<file path="src/rtl/spi_pkg.sv">
// Shared types and helpers for the SPI master to AXI-Stream bridge.
package spi_pkg;

    typedef logic [7:0] byte_t;

    typedef enum logic [2:0] {
        IDLE,
        CS_SETUP,
        LOAD,
        SHIFT,
        STALL,
        CS_HOLD,
        CS_GAP
    } spi_state_e;

    function automatic int bits_per_byte(input int lanes);
        return 8 / lanes;
    endfunction

endpackage

</file>
<file path="src/rtl/spi_sck_gen.sv">
// Half-period divider and SCK register. While not shifting, SCK sits at the
// idle level; while shifting, every terminal count toggles it.
module spi_sck_gen #(
    parameter int DIV_W = 8
) (
    input  logic             clk,
    input  logic             resn,
    input  logic             run,
    input  logic             shift,
    input  logic [DIV_W-1:0] div,
    input  logic             idle_lvl,
    output logic             tick,
    output logic             lead,
    output logic             trail,
    output logic             sck
);

    logic [DIV_W-1:0] cnt;
    logic             phase;

    assign tick  = run && (cnt == div);
    assign lead  = shift && tick && !phase;
    assign trail = shift && tick && phase;

    // Counter rests at zero whenever not running, so every timed state starts fresh.
    always_ff @(posedge clk or negedge resn) begin
        if (!resn) begin
            cnt   <= '0;
            phase <= 1'b0;
            sck   <= 1'b0;
        end else begin
            if (!run || tick) cnt <= '0;
            else              cnt <= cnt + DIV_W'(1);

            if (!shift) begin
                phase <= 1'b0;
                sck   <= idle_lvl;
            end else if (tick) begin
                phase <= ~phase;
                sck   <= ~sck;
            end
        end
    end

endmodule

</file>
<file path="src/rtl/spi_axis_if_v2.sv">
// SPI master with runtime mode, 1/2/4 lanes and multiple chip selects,
// bridging an AXIS byte source (MOSI) and an AXIS byte sink (MISO).
module spi_axis_if_v2
    import spi_pkg::*;
#(
    parameter int LANES     = 1,
    parameter int MSB_FIRST = 0,
    parameter int DIV_W     = 8,
    parameter int N_CS      = 1,
    localparam int CS_W     = (N_CS > 1) ? $clog2(N_CS) : 1
) (
    input  logic             clk,
    input  logic             resn,
    input  logic             enable,
    input  logic [DIV_W-1:0] clk_div,
    input  logic             cpol,
    input  logic             cpha,
    input  logic [CS_W-1:0]  cs_sel,
    input  logic [7:0]       s_axis_tdata,
    input  logic             s_axis_tvalid,
    output logic             s_axis_tready,
    output logic [7:0]       m_axis_tdata,
    output logic             m_axis_tvalid,
    input  logic             m_axis_tready,
    output logic [N_CS-1:0]  spi_csn,
    output logic             spi_clk,
    output logic [LANES-1:0] spi_mosi,
    input  logic [LANES-1:0] spi_miso,
    output logic             busy,
    output logic [15:0]      frame_bytes
);

    if (LANES != 1 && LANES != 2 && LANES != 4) begin : g_lanes_chk
        $error("spi_axis_if_v2: LANES must be 1, 2 or 4");
    end

    localparam int             BPB    = bits_per_byte(LANES);
    localparam logic [N_CS-1:0] CS_ONE = N_CS'(1);

    spi_state_e       state;
    logic             cpol_q, cpha_q;
    logic [DIV_W-1:0] div_q;
    byte_t            tx_sr, rx_sr, hold_q, rx_shift, tx_next, rx_cur;
    logic [2:0]       trail_cnt;
    logic             tick, lead, trail, start, run, in_shift, idle_lvl;
    logic             sample, shift_out, done;

    assign start    = (state == IDLE) && (s_axis_tvalid || enable);
    assign run      = (state == CS_SETUP) || (state == SHIFT) ||
                      (state == CS_HOLD)  || (state == CS_GAP);
    assign in_shift = (state == SHIFT);
    // New cpol reaches SCK on the same edge that drops csn.
    assign idle_lvl = start ? cpol : cpol_q;

    assign busy          = (state != IDLE);
    assign s_axis_tready = (state == LOAD) && s_axis_tvalid;

    if (MSB_FIRST != 0) begin : g_msb
        assign spi_mosi = tx_sr[7 -: LANES];
        assign rx_shift = {rx_sr[7-LANES:0], spi_miso};
        assign tx_next  = tx_sr << LANES;
    end else begin : g_lsb
        assign spi_mosi = tx_sr[LANES-1:0];
        assign rx_shift = {spi_miso, rx_sr[7:LANES]};
        assign tx_next  = tx_sr >> LANES;
    end

    // cpha=1 keeps the first group on MOSI through the first leading edge.
    assign sample    = cpha_q ? trail : lead;
    assign shift_out = cpha_q ? (lead && trail_cnt != 3'd0) : trail;
    assign done      = trail && (trail_cnt == 3'(BPB - 1));
    assign rx_cur    = sample ? rx_shift : rx_sr;

    spi_sck_gen #(.DIV_W(DIV_W)) u_sck (
        .clk      (clk),
        .resn     (resn),
        .run      (run),
        .shift    (in_shift),
        .div      (div_q),
        .idle_lvl (idle_lvl),
        .tick     (tick),
        .lead     (lead),
        .trail    (trail),
        .sck      (spi_clk)
    );

    always_ff @(posedge clk or negedge resn) begin
        if (!resn) begin
            state         <= IDLE;
            cpol_q        <= 1'b0;
            cpha_q        <= 1'b0;
            div_q         <= '0;
            spi_csn       <= '1;
            tx_sr         <= '0;
            rx_sr         <= '0;
            hold_q        <= '0;
            trail_cnt     <= '0;
            m_axis_tdata  <= '0;
            m_axis_tvalid <= 1'b0;
            frame_bytes   <= '0;
        end else begin
            if (m_axis_tvalid && m_axis_tready) m_axis_tvalid <= 1'b0;

            case (state)
                IDLE: if (start) begin
                    cpol_q      <= cpol;
                    cpha_q      <= cpha;
                    div_q       <= clk_div;
                    spi_csn     <= ~(CS_ONE << cs_sel);
                    frame_bytes <= '0;
                    state       <= CS_SETUP;
                end
                CS_SETUP: if (tick) state <= LOAD;
                LOAD: begin
                    trail_cnt <= '0;
                    if (s_axis_tvalid) begin
                        tx_sr <= s_axis_tdata;
                        state <= SHIFT;
                    end else if (enable) begin
                        tx_sr <= '0;
                        state <= SHIFT;
                    end else begin
                        tx_sr <= '0;
                        state <= CS_HOLD;
                    end
                end
                SHIFT: begin
                    if (sample)    rx_sr     <= rx_shift;
                    if (shift_out) tx_sr     <= tx_next;
                    if (trail)     trail_cnt <= trail_cnt + 3'd1;
                    if (done) begin
                        if (frame_bytes != 16'hFFFF) frame_bytes <= frame_bytes + 16'd1;
                        if (m_axis_tvalid && !m_axis_tready) begin
                            hold_q <= rx_cur;
                            state  <= STALL;
                        end else begin
                            m_axis_tdata  <= rx_cur;
                            m_axis_tvalid <= 1'b1;
                            state         <= LOAD;
                        end
                    end
                end
                STALL: if (m_axis_tready) begin
                    m_axis_tdata  <= hold_q;
                    m_axis_tvalid <= 1'b1;
                    state         <= LOAD;
                end
                CS_HOLD: if (tick) begin
                    spi_csn <= '1;
                    state   <= CS_GAP;
                end
                CS_GAP: if (tick) state <= IDLE;
                default: state <= IDLE;
            endcase
        end
    end

endmodule

</file>
<file path="config.mk">
export PLATFORM = sky130hd
export DESIGN_NAME = spi_axis_if_v2
export DESIGN_NICKNAME = d
export VERILOG_FILES = /design/src/rtl/spi_pkg.sv /design/src/rtl/spi_sck_gen.sv /design/src/rtl/spi_axis_if_v2.sv
export SDC_FILE = /design/constraint.sdc
export NUM_CORES = 1
export LEC_CHECK = 0
export CORE_ASPECT_RATIO = 1.1
export CORE_UTILIZATION = 38
export DETAILED_ROUTE_END_ITERATION = 8
export GPL_TIMING_DRIVEN = 0
export HOLD_SLACK_MARGIN = 0.06
export PLACE_DENSITY_LB_ADDON = 0.08
export SKIP_LAST_GASP = 1
export SYNTH_ARGS = -nofsm -noshare
export SYNTH_HDL_FRONTEND = slang
export SYNTH_SLANG_ARGS = --single-unit
export TNS_END_PERCENT = 20
</file>
<file path="constraint.sdc">
create_clock -name clk -period 3.1 [get_ports clk]
set_clock_uncertainty 0.2 [all_clocks]
set_input_delay 0.775 -clock clk [delete_from_list [all_inputs] [get_ports clk]]
set_output_delay 0.775 -clock clk [all_outputs]
set_load 0.005 [all_outputs]
</file>
==> results of run 1 <==
## area by class of cell
class                   count  area [um^2]
fillers                  1053         5303
clock inverters             1        5.005
inverters                  11        41.29
well taps                 143        178.9
plain buffers              23        116.4
repair buffers             56        565.5
flip-flops and latches     76         1903
multi-input cells         313         2046
clock buffers              14        284.0
## logic make-up (layout without fill, tap and decap cells)
logic type | after synthesis | after routing | synth area share
and+or+nand+nor | 194 | 194 | 0.2348
DFF | 76 | 76 | 0.4650
AOI/OAI and AO/OA | 54 | 54 | 0.1015
muxes | 40 | 40 | 0.1055
buffers and inverters | 34 | 105 | 0.03516
xor gates and xnor gates | 20 | 20 | 0.04280
adders and majority gates | 5 | 5 | 0.01529
## path summary, 6_finish.rpt
check / startpoint / endpoint / slack (ns) / cells past startpoint
min reg2reg: tx_sr[7] / tx_sr[7] / 0.28 / 1
max: s_axis_tvalid / s_axis_tready / 0.003 / 4
min: resn / frame_bytes[12] / 0.22 / 1
max in group asynchronous: resn / spi_csn / 1.85 / 2
min in group clk: tx_sr[7] / tx_sr[7] / 0.28 / 1
max reg2reg: state[2] / hold_q[3] / 0.28 / 6
## worst max-delay path, stage by stage
cell             delay (ns)
clkdlybuf4s50_1        0.54
clkbuf_8               0.16
and3_1                 0.15
clkdlybuf4s50_1        0.49
## per-stage QoR
stage	hold WS [ns]	setup WS, ns
floorplan	0.2495	0.7253
global placement	0.2680	-1.809
detailed placement	0.2722	-0.3079
CTS	0.2290	0.0008593
global route	0.2457	-0.01688
finish	0.2182	0.002959
## placed cells by master (no fill, tap or decap), drive strengths merged, types with 5 or more instances in the layout
cell type      count
dfrtp             75
a21oi              8
o21ai              5
clkbuf            29
nand3             24
a31oi              7
nand2             82
clkdlybuf4s50     53
xor2               7
mux2              25
buf               11
nand2b            15
mux2i             15
and3               7
ha                 5
xnor2             13
nor2              20
nand4             15
a211oi            11
inv               11
and4               7
## metal layers
layer  global-route usage  up-vias
met4              0.07826        0
met3              0.03783       14
met1               0.2533     1632
met5                    0        -
li1                     -     1634
met2               0.3297       67
## state kept, by name, summed over array words and instances (netlist names)
signal         cells
u_sck.phase        1
u_sck.sck          1
trail_cnt          3
cpol_q             1
u_sck.cnt          8
m_axis_tvalid      1
state              3
div_q              8
spi_csn            1
cpha_q             1
frame_bytes       16
m_axis_tdata       8
rx_sr              8
tx_sr              8
hold_q             8
## what timing repair did
item / in CTS / in global routing
setup buffers: 1 / 0
endpoints found under the hold margin: 0 / 0
setup endpoints to repair: 1 / 21
resized for setup: 3 / 6
## where the power goes
| part | internal (mW) | switching [mW] | total (mW) |
|---|---|---|---|
| combinational | 0.653 | 0.808 | 1.46 |
| sequential | 1.28 | 0.291 | 1.57 |
| clock | 0.624 | 0.389 | 1.01 |
| total | 2.56 | 1.49 | 4.05 |
==> impl_metrics.yaml, run 1 <==
outcome:
  status: "completed"
layout:
  layout-drive-gt1-share: 0.1296
  final_area_um2: 5140
  final_cells: 637
  final_util: 0.4922
  area_growth_pct: 25.59
  nets: 520
  diodes: 0
sta:
  min_period_over_period: 0.9990
  slew_headroom: 0.3390
  fmax_mhz: 322.9
  worst_slew_pin_slew_ns: 0.9840
  post-route-min-period_ns: 3.097
  slew_violations: 0
  tns_ns: 0
  final-setup-viol-count: 0
  finalHoldViolCount: 0
  rsz0062_at_grt: "yes"
route:
  top_layer: "met4"
  dr.pass1.iters: 4
  wire_per_inst_um: 16.04
  drt_iter0_markers: 159
  num_vias: 3347
  ant_nets: 0
  dr_wl_met3_um: 460
  totalWireLength_um: 10220
  via_per_inst: 5.254
  drc: 0
  wl_met2_um: 4968
  wl_met1_um: 4622
floorplanning:
  die_area_um2: 11190
  die_h_um: 110.8
  io_pins: 55
  rows: 39
  die_w_um: 101.0
  initial_core_util: 0.3919
  core_area_um2: 10440
global_route:
  overflow: 0
  antenna_found_initial: 0
  grt_pass1_vias: 3320
  grt_max_degree: 40
  track_usage: 0.1987
  grt_pass1_wl_um: 16860
synth:
  synth_top_area_cell: "dfrtp_1"
  seq_area_frac_synth: 0.4650
  synthArstFlopShare: 1.000
  synth_edf_count: 0
  synth_most_common_cell: "nand2_1"
  netlist-cell-type-count: 53
  ys_ff_latch: 76
  ys_top_cells_by_count: "nand2_1, dfrtp_1, mux2_2, nand3_1, nor2_1"
  ys_warn_count: 0
  synthTopCellsByArea: "dfrtp_1, nand2_1, mux2_2, mux2i_1, nand3_1"
  syn_avg_cell_area_um2: 9.675
  synth_area_um2: 4093
  syn_nets: 453
  postSynthCellCount: 423
  ys.flop_type: "dfrtp_1"
  synth_top_area_frac: 0.4586
pwr:
  p_leak_nw: 2.217
  cellPowerDensity_nw_per_um2: 787.5
  total_power_mw: 4.048
  peakVddDrop_uv: 460.8
clocking:
  cts_hold_buf: 0
  clock_latency_ns: 0.34
  cts-root-buf: "clkbuf_16"
  cts_buffers: 9
  cts.clk_slew.worst_paths_ns: 0.06
  clock-sinks: 76
  htree_levels: 3
  cts_tree: "yes"
  cts_buffer_depth: 2
placement:
  dp_cells: 621
  io_buffers: 54
  placed_area_um2: 4830
  gp_congestion: 0.8056
  dp_hpwl_um: 7441
critical_path:
  crit_required_ns: 2.12
  path_class: "input port to primary output"
  critPathMaxFanout: 3
  critPathLaunchType: "input port"
  cp.arrival_ns: 2.12
  end_kind: "primary output"
hold_path:
  hold_path_class: "input port to async pin"
job:
  maxCapViolCount: 0
Power figures use the tool's default switching activity.
==> run 2: changes to the inputs <==
REMOVE_ABC_BUFFERS = 1   (was not set)
==> run 2 against run 1 <==
Net effect: utilization fell by 0.80 points; global-route usage fell by 1.6 points; design area fell by 1.6%; maximum frequency rose by 0.32%; final cell count fell by 3.5%; wire length fell by 7.8%; register-to-register slack barely moved; hold slack got worse by 0.015 ns; worst setup slack improved by 0.0099 ns; die area did not move; clock power rose by 4%; critical path type is now register to primary output; highest routed layer unchanged; sequential cell count did not move.
==> impl_metrics.yaml, run 2 (synthesis results as in run 1) <==
outcome:
  status: "completed"
sta:
  slew_violations: 0
  finalHoldViolCount: 0
  min_period_over_period: 0.9958
  slew_headroom: 0.2843
  post-route-min-period_ns: 3.087
  final_critical_path_setup_slack_ns: 0.01288
  fmax_mhz: 323.9
  worst_slew_pin_slew_ns: 1.065
  rsz0062_at_grt: "yes"
  final-setup-viol-count: 0
  worst_hold_slack_ns: 0.2036
critical_path:
  cp.arrival_ns: 2.11
  crit_cells: 3
  worstPathCellList: "nor2b_1 -> and3_1 -> clkdlybuf4s50_1"
  worst-path-buf-inv: 1
  cp_slowest_cell: "dfrtp_1"
  slowest_delay_ns: 0.60
  end_kind: "primary output"
  startpoint: "state[1]"
  critPathLaunchType: "register"
  crit_required_ns: 2.12
  r2r_start: "state[0]"
  ff2ff_path_depth: 5
  crit_path_end: "s_axis_tready"
  path_class: "register to primary output"
  critPathMaxFanout: 16
  r2r-end: "frame_bytes[0]"
  crit_family: "simple AND/OR/NAND/NOR gates"
  r2r_setup_slack_ns: 0.27
pwr:
  pwr-share-clk: 0.262
  seqPwrFrac: 0.395
  p_leak_nw: 2.161
  cellPowerDensity_nw_per_um2: 797.0
  total_power_mw: 4.030
  p_sw_frac: 0.3645
  intPower_mw: 2.561
  combPwrFrac: 0.343
  p_switching_mw: 1.469
  peakVddDrop_uv: 398.4
layout:
  fillCellCount: 1012
  top_register: "frame_bytes"
  layout-drive-gt1-share: 0.1229
  area_growth_pct: 23.54
  most-common-layout-cells: "nand2_1, dfrtp_1, clkdlybuf4s50_1"
  largest_reg_flops: 16
  final_common_cell: "nand2_1"
  diodes: 0
  final_area_um2: 5056
  nets: 497
floorplanning:
  initial_core_util: 0.3919
  rows: 39
  io_pins: 55
  die_area_um2: 11190
  die_h_um: 110.8
  core_area_um2: 10440
  die_w_um: 101.0
placement:
  dp_hpwl_um: 6453
  placed_area_um2: 4735
  gp_congestion: 0.7870
  post-place-ws_ns: -0.6356
  io_buffers: 54
route:
  via_per_inst: 5.317
  ant_nets: 0
  totalWireLength_um: 9426
  num_vias: 3270
  drc: 0
  dr.pass1.iters: 4
  wire_per_inst_um: 15.33
  drt_iter0_markers: 125
global_route:
  grt_pass1_vias: 3269
  grt_max_degree: 42
  grt_pass1_wl_um: 16150
  antenna_found_initial: 0
  track_usage: 0.1829
  overflow: 0
clocking:
  htree_levels: 3
  cts_buffer_depth: 2
  clock-sinks: 76
  cts_hold_buf: 0
  cts_buffers: 9
  cts-root-buf: "clkbuf_16"
  cts_tree: "yes"
  cts.clk_slew.worst_paths_ns: 0.06
  clock_latency_ns: 0.33
hold_path:
  hold_path_class: "input port to async pin"
job:
  maxCapViolCount: 0
[run 2: cell count changes in the layout (fill, tap and decap cells not counted), sizes merged]
cell           previous run  this run
clkbuf                   29        11
buf                      11         3
bufinv                    0         1
clkdlybuf4s50            53        52
clkinv                    1         2
clkinvlp                  0         1
dlygate4sd2               0         1
inv                      11        12
[run 2: metrics by stage]
step | setup TNS [ns] | std cells | util
floorplan | 0 | 400 | -
global placement | -149.92 | 597 | 0.4510
detailed placement | -12.59 | 598 | 0.4534
CTS | -0.1391 | 615 | 0.4841
global route | -0.1110 | 615 | 0.4842
finish | 0 | 615 | 0.4842
[run 2: worst min-delay path by stage]
stage                         to  cells after the start  slack [ns]  startpoint
global route        u_sck.cnt[3]                      1        0.24        resn
global placement        tx_sr[7]                      1        0.27    tx_sr[7]
detailed placement      tx_sr[7]                      1        0.27    tx_sr[7]
finish              u_sck.cnt[4]                      1        0.20        resn
CTS                 u_sck.cnt[4]                      1        0.22        resn
floorplan               tx_sr[7]                      1        0.25    tx_sr[7]
[run 2: repair_timing]
item / 4_1_cts / 5_1_grt
pin swaps: 1 / 0
cloned: 0 / 0
buffers inserted: 1 / 0
setup endpoints to repair: 27 / 24
resized for setup: 4 / 1
[run 2: area by class of cell]
cell class / instances / area [um^2] / share of cell area
flip-flops and latches: 76 / 1903 / 0.3764
multi-input cells: 313 / 2058 / 0.4071
inverters: 11 / 41.29 / 0.008166
clock buffers: 11 / 242.7 / 0.04801
repair buffers: 56 / 571.8 / 0.1131
well taps: 143 / 178.9 / 0.03539
clock inverters: 5 / 60.06 / 0.01188
[run 2: power by group through the flow]
| stage | clock (mW) | combinational, mW | sequential, mW |
|---|---|---|---|
| after global routing | 1.13 | 1.56 | 1.64 |
| final | 1.05 | 1.38 | 1.59 |
| after CTS | 1.09 | 1.39 | 1.59 |
| after global placement | 0 | 1.34 | 1.60 |
| after detailed placement | 0 | 1.37 | 1.60 |
| after floorplan | 0 | 0.880 | 1.53 |
[run 2: per-layer routing]
metal  track usage  wire (um)
met2        0.2845       4429
met5             0          0
met4       0.07150        134
met3       0.03026        352
met1        0.2534       4509
